### src/rtl/median3_row_stage.sv
// Purpose: streaming 1x3 horizontal median between two FIFOs, with edge replication at both line ends.
// Latency: pixel k popped at edge t puts output k-1 in the output slot at t+1. The line's last output comes from TAIL one cycle after its last pop.
// Backpressure: a one-slot output buffer; while out_full holds the slot, in_enr drops and nothing is lost.
module median3_row_stage #(
  parameter int size  = 8,
  parameter int width = 64
) (
  input  logic            clk,
  input  logic            rst,
  input  logic            in_empty,
  input  logic [size-1:0] in_data,
  output logic            in_enr,
  input  logic            out_full,
  output logic            out_enw,
  output logic [size-1:0] out_data,
  output logic            out_last
);

  localparam int CW = $clog2(width);
  localparam logic [CW-1:0] COL_LAST = CW'(width - 1);

  typedef enum logic [1:0] {
    PRIME = 2'd0,
    RUN   = 2'd1,
    TAIL  = 2'd2
  } state_t;

  state_t          state, state_nx;
  logic [size-1:0] p0, p1, p0_nx, p1_nx;
  logic [CW-1:0]   col, col_nx;
  logic            obuf_v, obuf_v_nx;
  logic [size-1:0] out_data_nx;
  logic            out_last_nx;
  logic            slot_free;
  logic            load;
  logic [size-1:0] load_data;
  logic            load_last;

  // med(a,b,c) = max(min(a,b), min(max(a,b),c)), unsigned, no width growth
  function automatic logic [size-1:0] med3(input logic [size-1:0] a,
                                           input logic [size-1:0] b,
                                           input logic [size-1:0] c);
    logic [size-1:0] lo, hi, hc;
    lo = (a < b) ? a : b;
    hi = (a < b) ? b : a;
    hc = (hi < c) ? hi : c;
    return (lo < hc) ? hc : lo;
  endfunction

  // Handshake: the slot accepts a new value when it is empty or being drained this cycle
  always_comb begin
    out_enw   = obuf_v & ~out_full;
    slot_free = ~obuf_v | ~out_full;
    in_enr    = ~in_empty & slot_free & (state != TAIL);
  end

  // Next-state, window shift and slot load decisions
  always_comb begin
    state_nx    = state;
    p0_nx       = p0;
    p1_nx       = p1;
    col_nx      = col;
    load        = 1'b0;
    load_data   = out_data;
    load_last   = 1'b0;
    obuf_v_nx   = obuf_v;
    out_data_nx = out_data;
    out_last_nx = out_last;

    case (state)
      PRIME: begin
        // x0 fills both window taps: left edge replication, no output yet
        if (in_enr) begin
          p0_nx    = in_data;
          p1_nx    = in_data;
          col_nx   = CW'(1);
          state_nx = RUN;
        end
      end
      RUN: begin
        if (in_enr) begin
          load      = 1'b1;
          load_data = med3(p0, p1, in_data);
          load_last = 1'b0;
          p0_nx     = p1;
          p1_nx     = in_data;
          if (col == COL_LAST) begin
            col_nx   = '0;
            state_nx = TAIL;
          end else begin
            col_nx = col + CW'(1);
          end
        end
      end
      TAIL: begin
        // right edge replication: med(x[W-2], x[W-1], x[W-1]) is simply x[W-1]
        if (slot_free) begin
          load      = 1'b1;
          load_data = p1;
          load_last = 1'b1;
          state_nx  = PRIME;
        end
      end
      default: state_nx = PRIME;
    endcase

    if (load) begin
      obuf_v_nx   = 1'b1;
      out_data_nx = load_data;
      out_last_nx = load_last;
    end else if (out_enw) begin
      obuf_v_nx = 1'b0;
    end
  end

  // State, window and output slot registers
  always_ff @(posedge clk) begin
    if (rst) begin
      state    <= PRIME;
      p0       <= '0;
      p1       <= '0;
      col      <= '0;
      obuf_v   <= 1'b0;
      out_data <= '0;
      out_last <= 1'b0;
    end else begin
      state    <= state_nx;
      p0       <= p0_nx;
      p1       <= p1_nx;
      col      <= col_nx;
      obuf_v   <= obuf_v_nx;
      out_data <= out_data_nx;
      out_last <= out_last_nx;
    end
  end

endmodule
### config.mk
export PLATFORM = sky130hd
export DESIGN_NAME = median3_row_stage
export DESIGN_NICKNAME = d
export VERILOG_FILES = /design/src/rtl/median3_row_stage.sv
export SDC_FILE = /design/constraint.sdc
export NUM_CORES = 1
export LEC_CHECK = 0
export ABC_AREA = 1
export ABC_CLOCK_PERIOD_IN_PS = 5500
export CAP_MARGIN = 20
export CORE_MARGIN = 8
export CORE_UTILIZATION = 50
export CTS_BUF_LIST = sky130_fd_sc_hd__clkbuf_8
export DETAILED_ROUTE_END_ITERATION = 6
export PLACE_DENSITY = 0.71
export SYNTH_ARGS = -nofsm -noshare
export SYNTH_HDL_FRONTEND = slang
export SYNTH_SLANG_ARGS = --single-unit
### constraint.sdc
create_clock -name clk -period 5.5 [get_ports clk]
set_input_delay 0.55 -clock clk [delete_from_list [all_inputs] [get_ports clk]]
set_output_delay 0.55 -clock clk [all_outputs]
set_load 0.01 [all_outputs]
# Yosys cells after proc, flatten, opt, wreduce, memory -nomap -nowiden
# Cells that the tools add are included.
[word_totals]
regBits = 34
inputBits = 12
output_inout_bits = 11
[classes]
addsub = 1
n_lt_le_gt_ge = 3
n_eq_ne = 8
n_mux = 25
n_bitwise = 7
reduce_logical = 9
[ops]
columns = ["operator", "n"]
rows = [
  ["2-to-1 mux 8 bit", 8],
  ["case mux 8 bit (2 select lines)", 2],
  ["< comparator 8 bit", 3],
  ["2-to-1 mux 6 bit", 3],
  ["case mux 6 bit (2 select lines)", 1],
  ["!= test 2 bit (second input constant)", 5],
  ["2-to-1 mux 2 bit", 4],
  ["AND reduction 4 bit", 2],
  ["adder 6 x 1 -> 6 bit (second input constant)", 1],
  ["equality test 6 bit (second input constant)", 1],
  ["case mux 2 bit (3 select lines)", 1],
  ["nonzero test 2 bit", 3],
  ["2-to-1 mux 1 bit", 5],
  ["AND 1 bit", 3],
  ["NOT 1 bit", 3],
  ["AND reduction 3 bit", 1],
  ["equality test 2 x 1 -> 1 bit (second input constant)", 1],
  ["equality test 2 bit (second input constant)", 1],
  ["logical NOT 2 bit", 1],
  ["case mux 1 bit (2 select lines)", 1],
  ["AND reduction 2 bit", 1],
  ["OR reduction 2 bit", 1],
  ["OR 1 bit", 1],
]

# Logic depth before layout (Yosys ltp)
# Gate-level depths: netlist of run 1.
[depth]
ltp_word = 8
depth_mapped = 33

# Least setup slack after synthesis of run 1
# OpenSTA, ideal clock, no wires.
[synth_path]
kind = "reg2reg"
startpoint = "reg p1[7]"
endpoint = "reg out_data[2]"
arrival_time_ps = 3965
slack_ps = 1398
path_stages_with_launch = 29
period_less_slack_ps = 4102
path_cell_list = "dfxtp_1 -> inv_1 -> ha_1 -> nand2_1 -> o21a_1 -> nand2_2 -> buf_2 -> buf_2 -> nand2_1 -> o21ai_1 -> ha_1 -> a21oi_1 -> nor2_1 -> a211oi_2 -> nand2_4 -> buf_4 -> inv_1 -> nand2_1 -> o21ai_0 -> inv_1 -> ha_1 -> a21oi_1 -> nor2_1 -> a211oi_2 -> nand2_4 -> nand2_1 -> nand3_1 -> nand2_1 -> a21oi_2"
[synth_via]
elab_chain_cells = 8
elab_cells_between_ends = 9
[synth_lines]
columns = ["element", "line_no", "rtl"]
rows = [
  ["start, declared", "29", "logic [size-1:0] p0, p1, p0_nx, p1_nx;"],
  ["start signal, assigned", "129", "p1 <= p1_nx;"],
  ["< comparator 8 bit", "44, 45", ""],
  ["2-to-1 mux 8 bit", "45", "hi = (a < b) ? b : a;"],
  ["< comparator 8 bit", "46", "hc = (hi < c) ? hi : c;"],
  ["2-to-1 mux 8 bit", "46", ""],
  ["< comparator 8 bit", "47", "return (lo < hc) ? hc : lo;"],
  ["2-to-1 mux 8 bit *", "47", ""],
  ["2-to-1 mux 8 bit *", "81", "if (in_enr) begin"],
  ["case mux 8 bit (2 select lines) *", "70", "case (state)"],
  ["end signal, assigned", "132", "out_data <= out_data_nx;"],
  ["end, declared", "15", "output logic [size-1:0] out_data,"],
]
# Every way passes the cells marked *; elsewhere a longest branch is shown, timed or not. The select of a mux whose other input is x is not followed.
# A chain may end at the register's enable or synchronous reset.

# Final worst setup path of run 1
[layout_path]
startpoint = "reg p1[1]"
endpoint = "reg out_data[6]"
# The elaborated chain is that of the path after synthesis.

==> parameters.txt, run 1 <==
Parameter                              Value

Synth
  Number of warnings reported in the yosys synthesis log    0
  Mean post-synth cell area    roughly 6.7 µm²
  Combined area of all synthesized cells    ~2400 µm²
  Sequential-to-total area share from yosys stat    28.1%
  Cells after synthesis    364
  Number of synthesized register bits    34
  Cell variety after synth    26
  Post-Synthesis Net Count    approximately 400

Placement
  Placer congestion estimate    approximately 0.88
  Total placed instance area    2650 µm²
  Setup slack after placement    around 1.1 ns
  Instance count after placement with tap cells included    427
  Count of port buffers added during placement    22
  Detailed placement HPWL    4.61 mm

Setup path
  Family of cells with the greatest summed delay on the critical path    simple AND/OR/NAND/NOR gates
  Data required time of the worst path    5.65 ns
  Critical Path Fanout Max    31
  Startpoint-to-endpoint class of the critical path    reg -> reg
  Most common cell type on the critical path    sky130_fd_sc_hd__nand2_1
  WP buf/inv    3
  Worst endpoint data arrival time    ~4.6 ns
  Sort of element at the end of the critical path    flip-flop
  CP max stage delay    0.50 ns
  Worst-path cell with the longest stage delay    sky130_fd_sc_hd__a211oi_2
  Critical Path Start Type    flip-flop

Routing
  Initial DRT Pass Iterations    5
  Iteration-0 DRC count of the detailed router    99
  DRC Markers    0
  Routed wire length    5.99 mm
  DRT antenna net count    0
  Vias per Instance    5.39
  Mean routed wirelength per cell    between 10 and 15 µm
  Total vias in the final route    2356

Floorplanning
  Die Footprint    7330 µm²
  Row cnt    25
  Core Box Area    4690 µm²
  Number of top-level pins    23
  Starting Density    51.6%
  Width of the die    85.6 µm
  Y dimension of the die    between 80 and 90 µm

Global routing
  Global-route usage over all layers    ~17%
  Pin count of the biggest net entering global routing    32
  Number of antenna violations at the first check in global routing    0
  Total congestion overflow after global routing    0
  Vias in the first global route    ~2100
  Wire length of the first global-routing pass    about 10 mm

STA
  Part of the cycle the worst path needs    81.3%
  Total negative slack for setup checks    0 ns
  Final Slew Violations    0
  Number of setup violations in the final report    0
  Final setup slack of the worst path    1.03 ns
  Count of final hold-check violations    0
  Final Skew    0.00975 ns
  Normalized max-slew margin    42.9%
  Highest Clock Rate    224 MHz
  Post-route minimum period    4.47 ns
  RSZ-0062 raised after global routing    no
  Transition time of the tightest slew-check pin    between 0.8 and 0.9 ns

Clocking
  Post-CTS clock slew at the launch and capture registers of the worst setup and hold paths    roughly 0.07 ns
  TritonCTS clock tree    done
  CTS Sinks    34
  Number of buffers added by the clock tree synthesis step    5
  Root buf cell    sky130_fd_sc_hd__clkbuf_8
  Number of instances resized during post-cts repair    0
  Worst-Skew Late Latency    0.30 ns
  Post-CTS Hold Buffers    0
  Post-CTS setup repair buffer count    0
  H-tree depth    2
  Largest buffer count on any clock path    2

Final layout
  Area of all placed cells without fillers    roughly 2800 µm²
  Antenna diode count    0
  Area growth from synthesis to layout    16.1%
  Share of final-layout standard cells stronger than drive strength 1    7.83%
  Number of nets in the finished design    approximately 420
  Most common cell after layout, fill and taps aside    sky130_fd_sc_hd__nand2_1
  Number of standard cells in the final layout excluding fillers    approximately 440
  Most frequent cells in the layout    sky130_fd_sc_hd__nand2_1 (75), sky130_fd_sc_hd__a21oi_1 (51), sky130_fd_sc_hd__inv_1 (46), sky130_fd_sc_hd__dfxtp_1 (34), sky130_fd_sc_hd__nor2_1 (29)

Run status
  Status    finished, final reports clean

Worst hold path
  Hold/Removal Path Class    reg -> reg

Job
  Max-cap viol count    0
[cells in the mapped netlist]
| cell | instances | area share [%] |
|---|---|---|
| sky130_fd_sc_hd__buf_2 | 3 | 0.62 |
| sky130_fd_sc_hd__nand2_2 | 5 | 1.3 |
| sky130_fd_sc_hd__nor3_1 | 1 | 0.21 |
| sky130_fd_sc_hd__clkbuf_1 | 9 | 1.4 |
| sky130_fd_sc_hd__or3_1 | 1 | 0.26 |
| sky130_fd_sc_hd__dfxtp_1 | 34 | 28 |
| sky130_fd_sc_hd__ha_1 | 25 | 13 |
| sky130_fd_sc_hd__a221oi_1 | 1 | 0.36 |
| sky130_fd_sc_hd__inv_1 | 46 | 7.1 |
| sky130_fd_sc_hd__a211oi_1 | 2 | 0.62 |
| sky130_fd_sc_hd__and2_1 | 2 | 0.52 |
| sky130_fd_sc_hd__nand3_1 | 22 | 4.5 |
| sky130_fd_sc_hd__a211oi_2 | 2 | 1.0 |
| sky130_fd_sc_hd__nor2_1 | 29 | 4.5 |
| sky130_fd_sc_hd__nand2_4 | 3 | 1.4 |
| sky130_fd_sc_hd__o21ai_0 | 28 | 5.8 |
| sky130_fd_sc_hd__a21oi_2 | 8 | 2.9 |
| sky130_fd_sc_hd__a21oi_1 | 51 | 11 |
| sky130_fd_sc_hd__o22ai_1 | 2 | 0.52 |
| sky130_fd_sc_hd__o211a_1 | 2 | 0.83 |
| sky130_fd_sc_hd__xnor2_1 | 1 | 0.36 |
| sky130_fd_sc_hd__nand2_1 | 75 | 12 |
| sky130_fd_sc_hd__buf_4 | 1 | 0.31 |
| sky130_fd_sc_hd__o21ai_1 | 8 | 1.7 |
| sky130_fd_sc_hd__o21a_1 | 1 | 0.31 |
| sky130_fd_sc_hd__inv_2 | 2 | 0.31 |
[state kept, by name, summed over array words and instances, names as in the netlist]
signal and flops:
state 2, obuf_v 1, out_last 1, p0 8, out_data 8, col 6
p1 8
[per-stage QoR]
step           util [%]  hold slack, ns
2_1_floorplan         -           0.458
3_3_place_gp       56.6           0.460
3_5_place_dp       56.6           0.467
4_1_cts            59.6           0.478
5_1_grt            59.9           0.495
6_report           59.9           0.477
[worst min-delay path: stages, from the launching register on]
cell and delay [ns]:
sky130_fd_sc_hd__dfxtp_1 0.31, sky130_fd_sc_hd__o21ai_0 0.06, sky130_fd_sc_hd__a21oi_1 0.06
[worst paths after layout]
check	cells past startpoint	endpoint	start	slack (ns)
worst max-delay path	27	out_data[6]	p1[1]	1.03
worst min-delay path	2	out_last	out_last	0.48
worst max register to register	27	out_data[6]	p1[1]	1.03
worst min register to register	2	out_last	out_last	0.48
[layout make-up]
| class | instances | area, µm² |
|---|---|---|
| multi-input cells | 269 | 1510 |
| clock inverters | 2 | 60.1 |
| fillers | 459 | 1880 |
| repair buffers | 24 | 235 |
| flip-flops and latches | 34 | 681 |
| well taps | 54 | 67.6 |
| clock buffers | 6 | 82.6 |
| inverters | 48 | 180 |
[routing by layer]
metal / global-route usage, % / part of all wire [%] / vias up
met4: 6.37 / 1.7 / 0
met2: 26.3 / 44 / 46
li1: - / - / 1236
met5: 0 / 0 / -
met3: 3.82 / 4.0 / 12
met1: 22.3 / 50 / 1062
[cell families after synthesis]
family                     count (synthesis)  synth area share, %
and+or+nand+nor                          138                 24.3
AOI/OAI and AO/OA                        105                 24.5
DFF                                       34                 28.1
adders and majority gates                 25                 12.9
xor gates and xnor gates                   1                0.362
buffers and inverters                     61                 9.76
Power of run 1 is not shown: default switching activity piles up to over one toggle a cycle in this logic, so the estimate is an artifact.
==> inputs of run 2 (changes only) <==
ABC_CLOCK_PERIOD_IN_PS = 3900   (was 5500)
PLACE_DENSITY = 0.74   (was 0.71)
clock period = 3.9 ns   (was 5.5 ns; I/O delays follow)
==> parameters.txt, run 2 (synthesized netlist as in run 1, its figures left out) <==
Parameter                              Value

Clocking
  CTS Sinks    34 (unchanged)
  H-tree depth    2 (unchanged)
  Post-CTS clock slew at the launch and capture registers of the worst setup and hold paths    0.08 ns (was 0.07 ns)
  Worst-Skew Late Latency    0.29 ns (was 0.30 ns)
  Number of buffers added by the clock tree synthesis step    5 (unchanged)
  Root buf cell    sky130_fd_sc_hd__clkbuf_8 (unchanged)
  TritonCTS clock tree    done (unchanged)
  Post-CTS Hold Buffers    0 (unchanged)
  Largest buffer count on any clock path    2 (unchanged)

Floorplanning
  Starting Density    51.6% (unchanged)
  Y dimension of the die    85.6 µm (unchanged)
  Die Footprint    7330 µm² (unchanged)
  Core Box Area    4690 µm² (unchanged)
  Width of the die    85.6 µm (unchanged)
  Row cnt    25 (unchanged)
  Number of top-level pins    23 (unchanged)

Final layout
  Number of nets in the finished design    441 (was 419)
  Area growth from synthesis to layout    31.5% (was 16.1%)
  Area of all placed cells without fillers    3190 µm² (was 2810 µm²)
  Area taken by multi-input logic gates    1710 µm² (was 1510 µm²)
  Most frequent cells in the layout    sky130_fd_sc_hd__nand2_1 (72), sky130_fd_sc_hd__a21oi_1 (47), sky130_fd_sc_hd__inv_1 (40), sky130_fd_sc_hd__nor2_1 (28), sky130_fd_sc_hd__dfxtp_1 (28) (was sky130_fd_sc_hd__nand2_1 (75), sky130_fd_sc_hd__a21oi_1 (51), sky130_fd_sc_hd__inv_1 (46), sky130_fd_sc_hd__dfxtp_1 (34), sky130_fd_sc_hd__nor2_1 (29))
  Antenna diode count    0 (unchanged)
  Largest registers in the final layout    out_data x8, p0 x8, p1 x8 (unchanged)
  Most common cell after layout, fill and taps aside    sky130_fd_sc_hd__nand2_1 (unchanged)
  # fillers    416 (was 459)
  Share of final-layout standard cells stronger than drive strength 1    21.7% (was 7.83%)
  Area of all sequential standard cells    688 µm² (was 681 µm²)

Routing
  Initial DRT Pass Iterations    4 (was 5)
  Total met3 wirelength after detailed routing    348 µm (was 237 µm)
  DRT antenna net count    0 (unchanged)
  Iteration-0 DRC count of the detailed router    185 (was 99)
  Vias per Instance    5.47 (was 5.39)
  DRC Markers    0 (unchanged)
  Topmost layer with routed signal wires    met4 (unchanged)
  Mean routed wirelength per cell    14.0 µm (was 13.7 µm)
  Met2 WL post-DR    2.91 mm (was 2.66 mm)
  Total vias in the final route    2511 (was 2356)
  Post-Route M1 WL    3.10 mm (was 2.99 mm)
  Routed wire length    6.44 mm (was 5.99 mm)

Setup path
  Family of cells with the greatest summed delay on the critical path    compound AO/OA/AOI/OAI gates (was simple AND/OR/NAND/NOR gates)
  Reg-to-Reg Start    p1[7] (was p1[1])
  Worst-path cell with the longest stage delay    sky130_fd_sc_hd__dfxtp_2 (was sky130_fd_sc_hd__a211oi_2)
  Critical Path Start Type    flip-flop (unchanged)
  Critical Path Fanout Max    8 (was 31)
  CP max stage delay    0.35 ns (was 0.50 ns)
  Depth of the worst register-to-register path    25 (was 27)
  Worst endpoint data arrival time    3.93 ns (was 4.62 ns)
  Most common cell type on the critical path    sky130_fd_sc_hd__nand2_1 (unchanged)
  Startpoint-to-endpoint class of the critical path    reg -> reg (unchanged)
  WP buf/inv    4 (was 3)
  Data required time of the worst path    4.13 ns (was 5.65 ns)
  Worst reg2reg path endpoint    out_data[0] (was out_data[6])
  Reg-to-reg slack, setup    0.20 ns (was 1.03 ns)
  Sort of element at the end of the critical path    flip-flop (unchanged)

STA
  Number of setup violations in the final report    0 (unchanged)
  Final setup slack of the worst path    0.200 ns (was 1.03 ns)
  Count of final hold-check violations    0 (unchanged)
  Part of the cycle the worst path needs    94.9% (was 81.3%)
  Final Skew    0.00833 ns (was 0.00975 ns)
  Normalized max-slew margin    59.5% (was 42.9%)
  Highest Clock Rate    270 MHz (was 224 MHz)
  Total negative slack for setup checks    0 ns (unchanged)
  Transition time of the tightest slew-check pin    0.607 ns (was 0.854 ns)
  Fin Hold WS    0.479 ns (was 0.477 ns)
  Post-route minimum period    3.70 ns (was 4.47 ns)
  Final Slew Violations    0 (unchanged)

Placement
  Detailed placement HPWL    4.63 mm (was 4.61 mm)
  Setup slack after placement    -0.0680 ns (was 1.07 ns)
  Placer congestion estimate    0.912 (was 0.881)
  Count of port buffers added during placement    22 (unchanged)
  Total placed instance area    2870 µm² (was 2650 µm²)

Global routing
  Global-route usage over all layers    17.4% (was 17.0%)
  Wire length of the first global-routing pass    10.6 mm (was 9.98 mm)
  Pin count of the biggest net entering global routing    23 (was 32)
  Vias in the first global route    2336 (was 2099)
  Total congestion overflow after global routing    0 (unchanged)
  Number of antenna violations at the first check in global routing    0 (unchanged)

Worst hold path
  Worst-case hold path end point    out_data[4] (was out_last)
  Hold/Removal Path Class    reg -> reg (unchanged)
  Worst Hold Depth    2 (unchanged)
  Hold path start    out_data[4] (was out_last)

Job
  Max-cap viol count    0 (unchanged)

Run status
  Status    finished, final reports clean (unchanged)
## run 2: cell types whose count changed in the layout (fill, tap and decap cells not counted), moves of 4 or more
cell / change
sky130_fd_sc_hd__buf_4: +19
sky130_fd_sc_hd__ha_1: -9
sky130_fd_sc_hd__ha_4: +8
sky130_fd_sc_hd__o21ai_0: -8
sky130_fd_sc_hd__dfxtp_1: -6
sky130_fd_sc_hd__dfxtp_2: +6
sky130_fd_sc_hd__inv_1: -6
sky130_fd_sc_hd__inv_2: +6
sky130_fd_sc_hd__o21ai_2: +5
sky130_fd_sc_hd__a21oi_1: -4
sky130_fd_sc_hd__a21oi_2: +4
## run 2: worst register-to-register path, delay by kind of cell (launching register included)
kind	cells	cell delay [ns]
AO/OA/AOI/OAI	7	1.20
adder cells (fa/ha/maj)	3	0.78
flip-flops	1	0.35
AND/OR/NAND/NOR	11	0.90
buffers and inverters	4	0.42
## run 2: metal layers
metal  vias to the layer above  track usage (%)
li1                       1288                -
met1                      1137             23.5
met2                        77             27.7
met3                         9             3.63
met4                         0             3.82
met5                         -                0
## run 2: what timing repair did
item                       in CTS  in global routing
setup buffers                   0                  2
setup endpoints to repair       8                  8
resized for setup               3                 31
gates cloned                    0                  1
pin swaps                       0                  7
## run 2: how the worst max path moves through the flow
stage / start / end / slack (ns) / depth (start not counted)
after floorplan: p1[1] / out_data[2] / 0.007 / 31
after global placement: p1[1] / out_data[0] / 0.07 / 28
after detailed placement: p1[1] / out_data[0] / -0.07 / 28
after CTS: p1[3] / out_data[0] / 0.008 / 29
after global routing: p1[1] / out_data[3] / -0.03 / 27
final: p1[7] / out_data[0] / 0.20 / 25
## run 2: through the flow
step	cells	utilization, %
floorplan	364	-
CTS	455	64.1
finish	459	67.9
global placement	447	61.1
detailed placement	447	61.1
global route	459	67.9
## run 2: final cells by class
class / instances / share of cell area (%)
Inverter: 48 / 5.66
Clock inverter: 3 / 2.16
Tap cell: 54 / 2.12
Multi-Input combinational cell: 270 / 53.6
Sequential cell: 34 / 21.6
Clock buffer: 5 / 2.16
Timing Repair Buffer: 45 / 12.7
Power of run 2 is left out for the same reason.
==> inputs of run 3 (changes only) <==
CAP_MARGIN = unset   (was 20)
CORE_UTILIZATION = 28   (was 50)
PLACE_DENSITY = unset   (was 0.74)
==> parameters.txt, run 3 (synthesized netlist as in run 1, its figures left out) <==
Parameter                              Value

Routing
  Routed wire length    6.48 mm (was 6.44 mm)
  Iteration-0 DRC count of the detailed router    146 (was 185)
  DRT antenna net count    0 (unchanged)
  DRC Markers    0 (unchanged)
  Total vias in the final route    2471 (was 2511)
  Vias per Instance    4.77 (was 5.47)
  Mean routed wirelength per cell    12.5 µm (was 14.0 µm)
  Initial DRT Pass Iterations    4 (unchanged)

Clocking
  Largest buffer count on any clock path    2 (unchanged)
  Root buf cell    sky130_fd_sc_hd__clkbuf_8 (unchanged)
  H-tree depth    2 (unchanged)
  CTS Sinks    34 (unchanged)
  Post-CTS clock slew at the launch and capture registers of the worst setup and hold paths    0.08 ns (about the same)
  Worst-Skew Late Latency    0.29 ns (about the same)
  Number of buffers added by the clock tree synthesis step    5 (unchanged)
  TritonCTS clock tree    done (unchanged)
  Post-CTS Hold Buffers    0 (unchanged)

STA
  Transition time of the tightest slew-check pin    1.21 ns (was 0.607 ns)
  Number of setup violations in the final report    0 (unchanged)
  Final Slew Violations    0 (unchanged)
  Final Skew    0.00411 ns (was 0.00833 ns)
  Normalized max-slew margin    18.5% (was 59.5%)
  Count of final hold-check violations    0 (unchanged)
  Post-route minimum period    3.71 ns (was 3.70 ns)
  Part of the cycle the worst path needs    95.2% (was 94.9%)
  Highest Clock Rate    269 MHz (was 270 MHz)

Floorplanning
  Starting Density    28.3% (was 51.6%)
  Width of the die    109 µm (was 85.6 µm)
  Number of top-level pins    23 (unchanged)
  Row cnt    34 (was 25)
  Core Box Area    8550 µm² (was 4690 µm²)
  Die Footprint    11900 µm² (was 7330 µm²)
  Y dimension of the die    109 µm (was 85.6 µm)

Final layout
  Area growth from synthesis to layout    31.7% (was 31.5%)
  Largest registers in the final layout    out_data x8, p0 x8, p1 x8 (unchanged)
  Most frequent cells in the layout    sky130_fd_sc_hd__nand2_1 (73), sky130_fd_sc_hd__a21oi_1 (48), sky130_fd_sc_hd__inv_1 (40), sky130_fd_sc_hd__nor2_1 (27) (was sky130_fd_sc_hd__nand2_1 (72), sky130_fd_sc_hd__a21oi_1 (47), sky130_fd_sc_hd__inv_1 (40), sky130_fd_sc_hd__nor2_1 (28), sky130_fd_sc_hd__dfxtp_1 (28))
  Most common cell after layout, fill and taps aside    sky130_fd_sc_hd__nand2_1 (unchanged)
  Share of final-layout standard cells stronger than drive strength 1    22.0% (was 21.7%)
  # fillers    889 (was 416)
  Antenna diode count    0 (unchanged)
  Post-layout util    37.3% (was 67.9%)
  Number of nets in the finished design    446 (was 441)

Placement
  Placer congestion estimate    0.822 (was 0.912)
  Detailed placement HPWL    4.87 mm (was 4.63 mm)
  Count of port buffers added during placement    22 (unchanged)

Global routing
  Wire length of the first global-routing pass    10.5 mm (was 10.6 mm)
  Total congestion overflow after global routing    0 (unchanged)
  Pin count of the biggest net entering global routing    23 (unchanged)
  Global-route usage over all layers    10.9% (was 17.4%)
  Number of antenna violations at the first check in global routing    0 (unchanged)
  Vias in the first global route    2264 (was 2336)

Worst hold path
  Worst Hold Depth    2 (unchanged)
  Hold/Removal Path Class    reg -> reg (unchanged)

Setup path
  Data required time of the worst path    4.07 ns (was 4.13 ns)
  Critical Path Fanout Max    9 (was 8)
  Startpoint-to-endpoint class of the critical path    reg -> reg (unchanged)
  Depth of the worst register-to-register path    23 (was 25)
  Sort of element at the end of the critical path    flip-flop (unchanged)
  Worst endpoint data arrival time    3.89 ns (was 3.93 ns)
  Critical Path Start Type    flip-flop (unchanged)

Run status
  Status    finished, final reports clean (unchanged)

Job
  Max-cap viol count    0 (unchanged)
==> run 3: cell count changes in the layout (fill, tap and decap cells not counted), moves of 2 or more <==
cell                        delta
sky130_fd_sc_hd__o21ai_1       -2
sky130_fd_sc_hd__ha_4          -4
sky130_fd_sc_hd__bufinv_16     -2
sky130_fd_sc_hd__o21ai_0       +2
sky130_fd_sc_hd__ha_1          +4
sky130_fd_sc_hd__dfxtp_2       +2
sky130_fd_sc_hd__dfxtp_1       -2
sky130_fd_sc_hd__buf_4         +5
==> run 3: layout make-up <==
class,instances,area (µm²),share of cell area [%]
Multi-Input combinational cell,270,1650,51.6
Clock inverter,2,12.5,0.392
Inverter,48,180,5.65
Sequential cell,34,691,21.7
Timing Repair Buffer,50,442,13.8
Clock buffer,6,82.6,2.59
Tap cell,108,135,4.24
==> run 3: through the flow <==
| step | hold WS, ns | TNS, ns | area (µm²) | cells | setup slack [ns] |
|---|---|---|---|---|---|
| floorplan | 0.458 | 0 | 2500 | 364 | 0.00683 |
| global placement | 0.467 | -0.0125 | 2980 | 507 | -0.0125 |
| detailed placement | 0.471 | -0.335 | 2980 | 507 | -0.0851 |
| CTS | 0.484 | 0 | 3080 | 515 | 0.0256 |
| global route | 0.495 | -0.173 | 3190 | 518 | -0.0481 |
| finish | 0.481 | 0 | 3190 | 518 | 0.189 |
==> run 3: critical path, cell delays in order, from the launching register on <==
cell and delay [ns]:
sky130_fd_sc_hd__dfxtp_1 0.33, sky130_fd_sc_hd__inv_1 0.06, sky130_fd_sc_hd__ha_1 0.27, sky130_fd_sc_hd__nand2_1 0.09
sky130_fd_sc_hd__o21a_4 0.25, sky130_fd_sc_hd__nand2_8 0.11, sky130_fd_sc_hd__nand2_1 0.06, sky130_fd_sc_hd__o21ai_1 0.13
sky130_fd_sc_hd__ha_1 0.27, sky130_fd_sc_hd__nand2_1 0.08, sky130_fd_sc_hd__nor2_1 0.05, sky130_fd_sc_hd__a211oi_2 0.26
sky130_fd_sc_hd__nand2_4 0.10, sky130_fd_sc_hd__buf_4 0.15, sky130_fd_sc_hd__o21ai_0 0.26, sky130_fd_sc_hd__ha_1 0.31
sky130_fd_sc_hd__a21oi_1 0.18, sky130_fd_sc_hd__nand2_2 0.09, sky130_fd_sc_hd__nand2_4 0.12, sky130_fd_sc_hd__nand2_4 0.09
sky130_fd_sc_hd__nand2_1 0.07, sky130_fd_sc_hd__nand3_1 0.09, sky130_fd_sc_hd__nand2_1 0.11, sky130_fd_sc_hd__a21oi_2 0.05
==> run 3: path summary, 6_finish.rpt <==
path	startpoint	slack, ns	to
worst min register to register	out_data[6]	0.48	out_data[6]
worst max-delay path	p1[6]	0.19	out_data[0]
worst max register to register	p1[6]	0.19	out_data[0]
worst min-delay path	out_data[6]	0.48	out_data[6]
==> run 3: what timing repair did <==
item                                    4_1_cts  5_1_grt
endpoints found under the setup margin        8        8
endpoints found under the hold margin         0        0
buffers inserted                              0        2
pin swaps                                     0        7
resized for setup                             3       25
gates cloned                                  0        1
==> run 3: per-layer routing <==
layer  up-vias  track usage [%]  routed length [µm]
li1       1297                -                   -
met1      1128             14.3                3200
met2        42             17.2                2950
met3         4             2.36                 295
met4         0             3.52                  33
met5         -                0                   0
Power of run 3 is left out for the same reason.
